[src/rtl/increment_pipe.sv]
`default_nettype none
// ============================================================================
//  Module      : increment_pipe
//  Description : Pipelined +1 / -1 unit with wrap or saturate overflow policy,
//                overflow flag, STAGES-deep register pipeline and valid/ready
//                handshake with full back-pressure and bubble compression.
//  Revision    : 1.0 - initial release
// ============================================================================
module increment_pipe #(
  parameter int W      = 32,  // operand/result width, W >= 2
  parameter int STAGES = 2,   // number of register stages, 1..4
  parameter int SAT    = 0    // 0 = wrap modulo 2^W, 1 = clamp at range limit
) (
  input  logic         clk,
  input  logic         rst,
  input  logic         in_vld,
  input  logic [W-1:0] in_x,
  input  logic         in_dec,
  output logic         in_rdy,
  output logic         out_vld,
  output logic [W-1:0] out_y,
  output logic         out_ovf,
  input  logic         out_rdy
);

  // Stage-0 arithmetic
  logic [W-1:0]             w_mask;
  logic [W-1:0]             w_y;
  logic                     w_ovf;

  // Pipeline control and storage; index STAGES-1 is the output stage
  logic [STAGES-1:0]        w_adv;
  logic [STAGES-1:0]        r_vld;
  logic [STAGES-1:0]        r_ovf;
  logic [STAGES-1:0][W-1:0] r_y;

  // Toggle mask: the run of bits equal to the "carry" polarity (ones for
  // increment, zeros for decrement) starting at bit 0, plus the next bit up.
  // A bit continues the run when x[i] differs from in_dec.
  always_comb begin
    w_mask    = '0;
    w_mask[0] = 1'b1;
    for (int i = 1; i < W; i++) begin
      w_mask[i] = w_mask[i-1] & (in_x[i-1] ^ in_dec);
    end
    // Overflow when every bit is in the carry polarity: all-ones for
    // increment, all-zeros for decrement.
    w_ovf = &(in_x ^ {W{in_dec}});
    // Saturation at either limit is simply the unchanged operand.
    if ((SAT != 0) && w_ovf) begin
      w_y = in_x;
    end else begin
      w_y = in_x ^ w_mask;
    end
  end

  // Advance enables: stage i may move when it is empty, when some stage
  // downstream of it is empty (bubble compression), or when the consumer
  // takes the result. Written as a running AND over the tail of the pipe
  // so there is no self-referential vector in the logic.
  always_comb begin
    logic w_tail_full;
    w_tail_full = 1'b1;
    w_adv       = '0;
    for (int i = STAGES - 1; i >= 0; i--) begin
      w_tail_full = w_tail_full & r_vld[i];
      w_adv[i]    = out_rdy | ~w_tail_full;
    end
  end

  // Stage registers: stage 0 captures the arithmetic result, later stages
  // capture their predecessor; every stage loads only when it advances.
  always_ff @(posedge clk or posedge rst) begin
    if (rst) begin
      r_vld <= '0;
      r_ovf <= '0;
      r_y   <= '0;
    end else begin
      if (w_adv[0]) begin
        r_vld[0] <= in_vld;
        r_y[0]   <= w_y;
        r_ovf[0] <= w_ovf;
      end
      for (int i = 1; i < STAGES; i++) begin
        if (w_adv[i]) begin
          r_vld[i] <= r_vld[i-1];
          r_y[i]   <= r_y[i-1];
          r_ovf[i] <= r_ovf[i-1];
        end
      end
    end
  end

  // Handshake outputs; in_rdy is combinational from out_rdy through the
  // advance chain, the result outputs come straight from the last stage.
  assign in_rdy  = w_adv[0];
  assign out_vld = r_vld[STAGES-1];
  assign out_y   = r_y[STAGES-1];
  assign out_ovf = r_ovf[STAGES-1];

endmodule
`default_nettype wire

[config.mk]
export PLATFORM = sky130hd
export DESIGN_NAME = increment_pipe
export DESIGN_NICKNAME = d
export VERILOG_FILES = /design/src/rtl/increment_pipe.sv
export SDC_FILE = /design/constraint.sdc
export NUM_CORES = 1
export LEC_CHECK = 0
export CAP_MARGIN = 20
export CORE_ASPECT_RATIO = 0.7
export CORE_MARGIN = 1.5
export CORE_UTILIZATION = 30
export CTS_BUF_LIST = sky130_fd_sc_hd__clkbuf_16
export DETAILED_ROUTE_END_ITERATION = 10
export HOLD_SLACK_MARGIN = 0.12
export PLACE_DENSITY = 0.54
export SLEW_MARGIN = 40
export SYNTH_ARGS = -nofsm -noshare
export SYNTH_HDL_FRONTEND = slang
export SYNTH_SLANG_ARGS = --single-unit
[constraint.sdc]
create_clock -name clk -period 2.49 [get_ports clk]
set_input_delay 0.498 -clock clk [delete_from_list [all_inputs] [get_ports clk]]
set_output_delay 0.498 -clock clk [all_outputs]
set_load 0.02 [all_outputs]
==> metrics.md, run 1 <==
| Metric | Value |
|---|---|
| Synthesized Nets | `463` |
| I/O pins | `72` |
| Non-filler cells, final | `662` |
| Largest net degree at the start of global routing | `69` |
| Slowest-stage cell, CP | `or4b_4` |
| Setup crit end kind | `register` |
| Clock skew | `0.00516 ns` |
| PwrDens | `633 nW/um2` |
| GR Layer Usage met1 | `19.4%` |
| Hold slack | `0.459 ns` |
| RSZ-0062 raised after global routing | `no` |
| Residual DRC | `0` |
| Vias in the first global route | `2,932` |
| Status | `completed` |
| Worst Path Arrival | `2.56 ns` |
| Clk buf depth | `2` |
| Chip width | `137 um` |
| Initial antenna violation count | `0` |
| Seq/Total Area, Yosys | `45.0%` |
| Area Growth Syn to Fin | `32.0%` |
| Worst slew pin tran | `0.428 ns` |
| Max IR drop VDD | `0.356 mV` |
| Synthesized area per cell | `8.88 um2` |
| Routing usage on met2 | `20.9%` |
| Critical path type | `primary input to register` |
| Cell count after synthesis | `426` |
| Area fraction in compound gates after synthesis | `7.74%` |
| DRT iter0 DRCs | `113` |
| Post-synthesis xor/xnor area fraction | `9.49%` |
| Rows | `34` |
| Clock Latency Late Sink | `0.33 ns` |
| Initial Util | `30.6%` |
| Primary FF master, synth | `dfrtp_1` |
| Core ar. | `12,400 um2` |
| Hold crit path type | `register to register` |
| Layout cells sized above 1 | `16.6%` |
| Synth Area in Adders | `0%` |
| Final period utilization | `94.5%` |
| Flops & latches, synth | `68` |
| TritonCTS Buffers | `9` |
| Final hold vios | `0` |
| Post-synthesis mux area share | `1.55%` |
| Asr flop ratio synth | `100%` |
| Crit-path max cell delay | `0.57 ns` |
| Worst rel slew slack | `71.5%` |
| Gpl congestion | `0.785` |
| Die area | `13,300 um2` |
| Reg2reg setup slack | `1.08 ns` |
| Main combinational cell family by area after synthesis | `simple AND/OR/NAND/NOR gates` |
| Ant diodes | `0` |
| Max-slew violations | `0` |
| Post-route ant nets | `0` |
| CP delay by family, top | `simple AND/OR/NAND/NOR gates` |
| Number of synthesized flops with an enable pin | `0` |
| Crit path launch type | `primary input` |
| Maxcap violations | `0` |
| YS warnings | `0` |
| DP Cell Count | `640` |
| Final setup vio count | `0` |
| DP HPWL | `6160 um` |
| CTS clock-pin slew for the worst setup and hold paths | `0.06 ns` |
| Root buf cell | `clkbuf_16` |
| Clock sinks | `68` |
| Worst-path cell chain | `clkdlybuf4s50_1, or4b_4, mux2i_4, o211ai_4, buf_12, nor3_4, xnor2_1, a21oi_1` |
| DIE HEIGHT | `97.0 um` |
| Mapped cell area | `3780 um2` |
| WL per Instance | `13.3 um` |
| LEAKAGE | `2.13 nW` |
| Overall routed net length | `8820 um` |
| Worst Path Required | `2.70 ns` |
| Via count | `2,957` |
| I/O Buffers | `71` |
| Hold_buf cts | `0` |
| Via density | `4.47` |
| Worst Path Max Fanout | `5` |
| First-pass GRT wire length | `14,400 um` |
| Buf/Inv on CP | `2` |
| GRT met3 Usage | `4.56%` |
| Nets | `532` |
| Busiest grt layer | `met2` |
| Simple-gate portion of the synthesized area | `26.3%` |
| Number of H-tree levels | `3` |
| Achievable clock frequency | `0.425 GHz` |
| Netlist cell types | `46` |
| Detailed Routing Iterations Pass 1 | `4` |
| CTS tree | `done` |
| Total congestion overflow | `0` |
| Final min period | `2.35 ns` |
| Total GRT Usage | `14.1%` |
==> worst register-to-register path, stage by stage, from the launching register on <==
cell,delay [ns]
dfrtp_1,0.36
nand2b_1,0.09
nor2_2,0.20
buf_4,0.43
o21ai_0,0.19
==> metal layers <==
layer	vias up	part of all wire, %	routed length (um)
li1	1480	-	-
met5	-	0	0
met1	1403	51	4470
met4	0	1.3	119
met3	11	5.4	478
met2	63	43	3750
==> power by group <==
| group | total, W | internal [W] | switching (W) |
|---|---|---|---|
| Clock | 0.00114 | 0.000665 | 0.000476 |
| Sequential | 0.00132 | 0.00125 | 0.0000736 |
| Combinational | 0.000700 | 0.000329 | 0.000370 |
| Total | 0.00316 | 0.00224 | 0.000920 |
==> logic make-up after synthesis <==
group                     count (synthesis)
muxes                                     4
buffers and inverters                    56
AOI/OAI and AO/OA                        49
DFF                                      68
xor gates and xnor gates                 41
and+or+nand+nor                         208
==> area by class of cell <==
type | count | area [um2]
Fill cell | 1244 | 7390
Multi-Input combinational cell | 303 | 1770
Sequential cell | 68 | 1700
Timing Repair Buffer | 110 | 1040
Clock buffer | 9 | 225
Tap cell | 162 | 203
Clock inverter | 7 | 43.8
Inverter | 3 | 11.3
==> synth_stat cells, types with 2 or more instances <==
master      n  share of area (%)
buf_6       3               0.89
nand4b_1    2               0.46
nor4b_2     2               0.79
nor4b_1     2               0.46
nand2_1   135                 13
nand3_1     2               0.26
dfrtp_1    68                 45
buf_4      33                6.5
nor2_1     33                3.3
xor2_1     10                2.3
nor4_2      5                1.7
nor3_2      4                1.1
nand2b_1    5               0.83
xnor2_1    31                7.2
inv_1       3               0.30
o21ai_0    19                2.5
o21ai_2     2               0.46
o21ai_1     6               0.79
or4b_4      2               0.73
clkbuf_1   13                1.3
nand3b_1    3               0.60
and4b_1     2               0.53
nand4_1     2               0.33
a21oi_1    17                2.2
==> through the flow <==
| step | util, % | worst slack (ns) | setup TNS (ns) | cell area, um2 | power [W] |
|---|---|---|---|---|---|
| 6_report | 40.3 | 0.137 | 0 | 4990 | 0.00316 |
| 4_1_cts | 39.4 | 0.0481 | 0 | 4880 | 0.00321 |
| 3_5_place_dp | 37.3 | -0.311 | -3.74 | 4610 | 0.00204 |
| 5_1_grt | 40.3 | 0.0533 | 0 | 4990 | 0.00334 |
| 2_1_floorplan | - | 0.280 | 0 | 3780 | 0.00180 |
| 3_3_place_gp | 37.3 | -0.251 | -2.97 | 4610 | 0.00203 |
==> layout by cell type, fill, tap and decap left out, types with 3 or more instances in the layout <==
master           netlist  final
nand2_1              135    135
clkdlybuf4s50_1        0     69
dfrtp_1               68     68
buf_4                 33     35
nor2_1                33     33
xnor2_1               31     31
o21ai_0               19     19
a21oi_1               17     17
xor2_1                10     10
clkbuf_16              0      9
o21ai_1                6      6
nand2b_1               5      5
nor3_2                 4      4
nand3b_1               3      3
nor4_4                 0      3
clkinvlp_4             0      3
buf_12                 0      3
==> timing repair <==
action                                  CTS  global route
pin swaps                                 0             2
setup buffers                             0             5
endpoints found under the setup margin    1             7
resized for setup                         1             7
gates cloned                              0             1
==> state kept, by name, indices dropped and copies added (netlist names) <==
signal / count
r_y: 32
r_vld: 2
r_ovf: 2
out_y: 32
==> worst paths after layout <==
check	to	cells after the start	from
worst max-delay path	r_y[22]	8	in_x[12]
max in group asynchronous	r_y[8]	3	rst
worst min-delay path	r_vld[1]	2	r_vld[0]
worst max register to register	r_y[12]	4	r_vld[1]
min in group asynchronous	out_y[27]	3	rst
worst min register to register	r_vld[1]	2	r_vld[0]
No activity file was read; power rests on OpenSTA's default activity.
==> run 2: changes to the inputs <==
--- a/config.mk
+++ b/config.mk
@@ -5,6 +5,7 @@
 export SDC_FILE = /design/constraint.sdc
 export NUM_CORES = 1
 export LEC_CHECK = 0
+export ABC_AREA = 1
 export CAP_MARGIN = 20
 export CORE_ASPECT_RATIO = 0.7
 export CORE_MARGIN = 1.5
@@ -12,6 +13,7 @@
 export CTS_BUF_LIST = sky130_fd_sc_hd__clkbuf_16
 export DETAILED_ROUTE_END_ITERATION = 10
 export HOLD_SLACK_MARGIN = 0.12
+export MAX_ROUTING_LAYER = met4
 export PLACE_DENSITY = 0.54
 export SLEW_MARGIN = 40
 export SYNTH_ARGS = -nofsm -noshare
==> run 2 against run 1 <==
Via count up 7.9%; core utilization fell by 1.2 points; critical path type is now primary input to primary output; worst hold slack improved by 0.015 ns; global-route usage increased by 1.2 points; sequential power is essentially flat; die area up 2.6%; fmax grew 1.3%; cell count grew 8.0%; wire length rose by 4.6%; critical endpoint is now in_rdy; clock power increased by 28%; critical path depth decreased by 2.
==> metrics.md, run 2 <==
| Metric | Value |
|---|---|
| Synthesized Nets | `542` |
| Area Growth Syn to Fin | `26.0%` |
| LEAKAGE | `2.34 nW` |
| Reg2reg setup slack | `0.88 ns` |
| Via density | `4.46` |
| Overall routed net length | `9220 um` |
| Vias in the first global route | `3,373` |
| Count leader, synth | `nand2_1` |
| Buf/Inv on CP | `4` |
| Multi-input logic area | `1650 um2` |
| Utilization after layout | `39.1%` |
| Worst slew pin tran | `0.425 ns` |
| Ant diodes | `0` |
| Clock skew | `0.00521 ns` |
| Number of H-tree levels | `3` |
| DRT iter0 DRCs | `113` |
| Most frequent cells in the layout | `nand2_1, clkdlybuf4s50_1, dfrtp_1, inv_1, nand3_1` |
| Maxcap violations | `0` |
| CTS clock-pin slew for the worst setup and hold paths | `0.05 ns` |
| Number of synthesized flops with an enable pin | `0` |
| Synthesized area per cell | `7.69 um2` |
| Setup TNS | `0 ns` |
| CTS tree | `done` |
| Final period utilization | `93.2%` |
| Gpl congestion | `0.785` |
| GR Layer Usage met1 | `20.3%` |
| YS warnings | `0` |
| Worst Path Required | `1.99 ns` |
| Worst rel slew slack | `71.7%` |
| Clock sinks | `68` |
| Rows | `34` |
| Max IR drop VDD | `0.358 mV` |
| Top cells by count, synth | `nand2_1, dfrtp_1, inv_1, buf_4, nand3_1` |
| FF-to-FF path depth | `9` |
| Clk buf depth | `2` |
| Asr flop ratio synth | `100%` |
| Synth top area cells | `dfrtp_1, nand2_1, buf_4` |
| Fill cells | `1,303` |
| Cell count after synthesis | `505` |
| PwrDens | `713 nW/um2` |
| Mapped cell area | `3880 um2` |
| Hold_buf cts | `0` |
| Achievable clock frequency | `0.431 GHz` |
| Hold crit path type | `register to register` |
| Worst Path Max Fanout | `2` |
| DP HPWL | `6460 um` |
| Worst-path cell chain | `clkdlybuf4s50_1, nor2_4, inv_1, nor2_2, clkinv_1, dlygate4sd2_1` |
| Post-route ant nets | `0` |
| Netlist cell types | `34` |
| Primary FF master, synth | `dfrtp_1` |
| Worst hold start | `r_y[15]` |
| Seq/Total Area, Yosys | `43.8%` |
| Layout cells sized above 1 | `9.76%` |
| Residual DRC | `0` |
| Reg2Reg Capture Point | `r_y[5]` |
| Chip width | `139 um` |
| Die area | `13,600 um2` |
| GRT met3 Usage | `4.07%` |
| Register cell area after layout | `1700 um2` |
| Total congestion overflow | `0` |
| Post-CTS Setup Inserts | `0` |
| Critical path type | `primary input to primary output` |
| Worst R2R Start | `r_vld[1]` |
| Root buf cell | `clkbuf_16` |
| Final hold vios | `0` |
| Initial Util | `31.1%` |
| Crit-path max cell delay | `0.44 ns` |
| Hold Path Sink | `out_y[15]` |
| Routing usage on met2 | `22.4%` |
| Commonest non-fill, non-tap cell in the layout | `nand2_1` |
| Clock Latency Late Sink | `0.34 ns` |
| Worst Path Arrival | `1.82 ns` |
| I/O pins | `72` |
| Final setup vio count | `0` |
| TritonCTS Buffers | `9` |
| Busiest grt layer | `met2` |
| I/O Buffers | `71` |
| First-pass GRT wire length | `16,100 um` |
| Nets | `585` |
| Final min period | `2.32 ns` |
| WL per Instance | `12.9 um` |
| WHS Path Cells | `2` |
| Initial antenna violation count | `0` |
| Core ar. | `12,500 um2` |
| DIE HEIGHT | `98.2 um` |
| Cell accounting for the most synthesized area | `dfrtp_1` |
| Flops & latches, synth | `68` |
| CP delay by family, top | `buffers and inverters` |
| Hold slack | `0.474 ns` |
| Detailed Routing Iterations Pass 1 | `4` |
| Synth top area share | `43.8%` |
| Setup crit end kind | `primary output` |
| Slowest-stage cell, CP | `clkdlybuf4s50_1` |
| Status | `completed` |
| Max-slew violations | `0` |
| RSZ-0062 raised after global routing | `no` |
| Crit path launch type | `primary input` |
| Via count | `3,192` |
| Largest net degree at the start of global routing | `69` |
| Total GRT Usage | `15.3%` |
## run 2: cell families (layout without fill, tap and decap cells)
family,Yosys count,in the layout,share of synthesized area [%]
flip-flops,68,68,43.8
buffers and inverters,100,148,14.0
AO/OA/AOI/OAI,52,52,7.15
XOR/XNOR,21,21,4.93
AND/OR/NAND/NOR,264,264,30.1
## run 2: where the power goes
part	switching (W)	internal, W
sequential	0.0000678	0.00124
combinational	0.000408	0.000311
clock	0.000485	0.000973
## run 2: final cells by class
cell class	instances	share of cell area, %
Sequential cell	68	34.8
Multi-Input combinational cell	337	33.6
Timing Repair Buffer	82	16.6
Clock buffer	9	4.60
Tap cell	162	4.14
Inverter	50	3.89
Clock inverter	7	2.35
## run 2: how the worst max path moves through the flow
stage / start / end / slack, ns / cells past startpoint
2_1_floorplan: rst / out_y[0] / 0.28 / 1
3_3_place_gp: out_rdy / in_rdy / -0.03 / 6
3_5_place_dp: out_rdy / in_rdy / -0.01 / 6
4_1_cts: out_rdy / in_rdy / 0.19 / 6
5_1_grt: in_x[12] / r_y[19] / 0.13 / 11
6_report: out_rdy / in_rdy / 0.17 / 6
## run 2: worst register-to-register path: cells and delay by family, from the launching register on
family / cells / cell delay [ns]
compound gates: 3 / 0.36
buf+inv: 4 / 0.66
flops: 1 / 0.37
simple gates: 2 / 0.09
## run 2: timing repair
action	in CTS	in global routing
endpoints found under the setup margin	1	0
hold endpoints to repair	0	0
resized for setup	1	0
## run 2: through the flow
| stage | instance area (um2) | total power (W) | cells | setup WS (ns) |
|---|---|---|---|---|
| after floorplan | 3880 | 0.00183 | 505 | 0.280 |
| after global placement | 4550 | 0.00204 | 699 | -0.0310 |
| after detailed placement | 4550 | 0.00206 | 699 | -0.0137 |
| after CTS | 4890 | 0.00354 | 715 | 0.188 |
| after global routing | 4890 | 0.00368 | 715 | 0.130 |
| final | 4890 | 0.00349 | 715 | 0.169 |
## run 2: routing by layer
layer  share of wire, %  up-vias
met1                 52     1474
met3                3.6       15
li1                   -     1633
met5                  0        -
met4                1.5        0
met2                 43       70
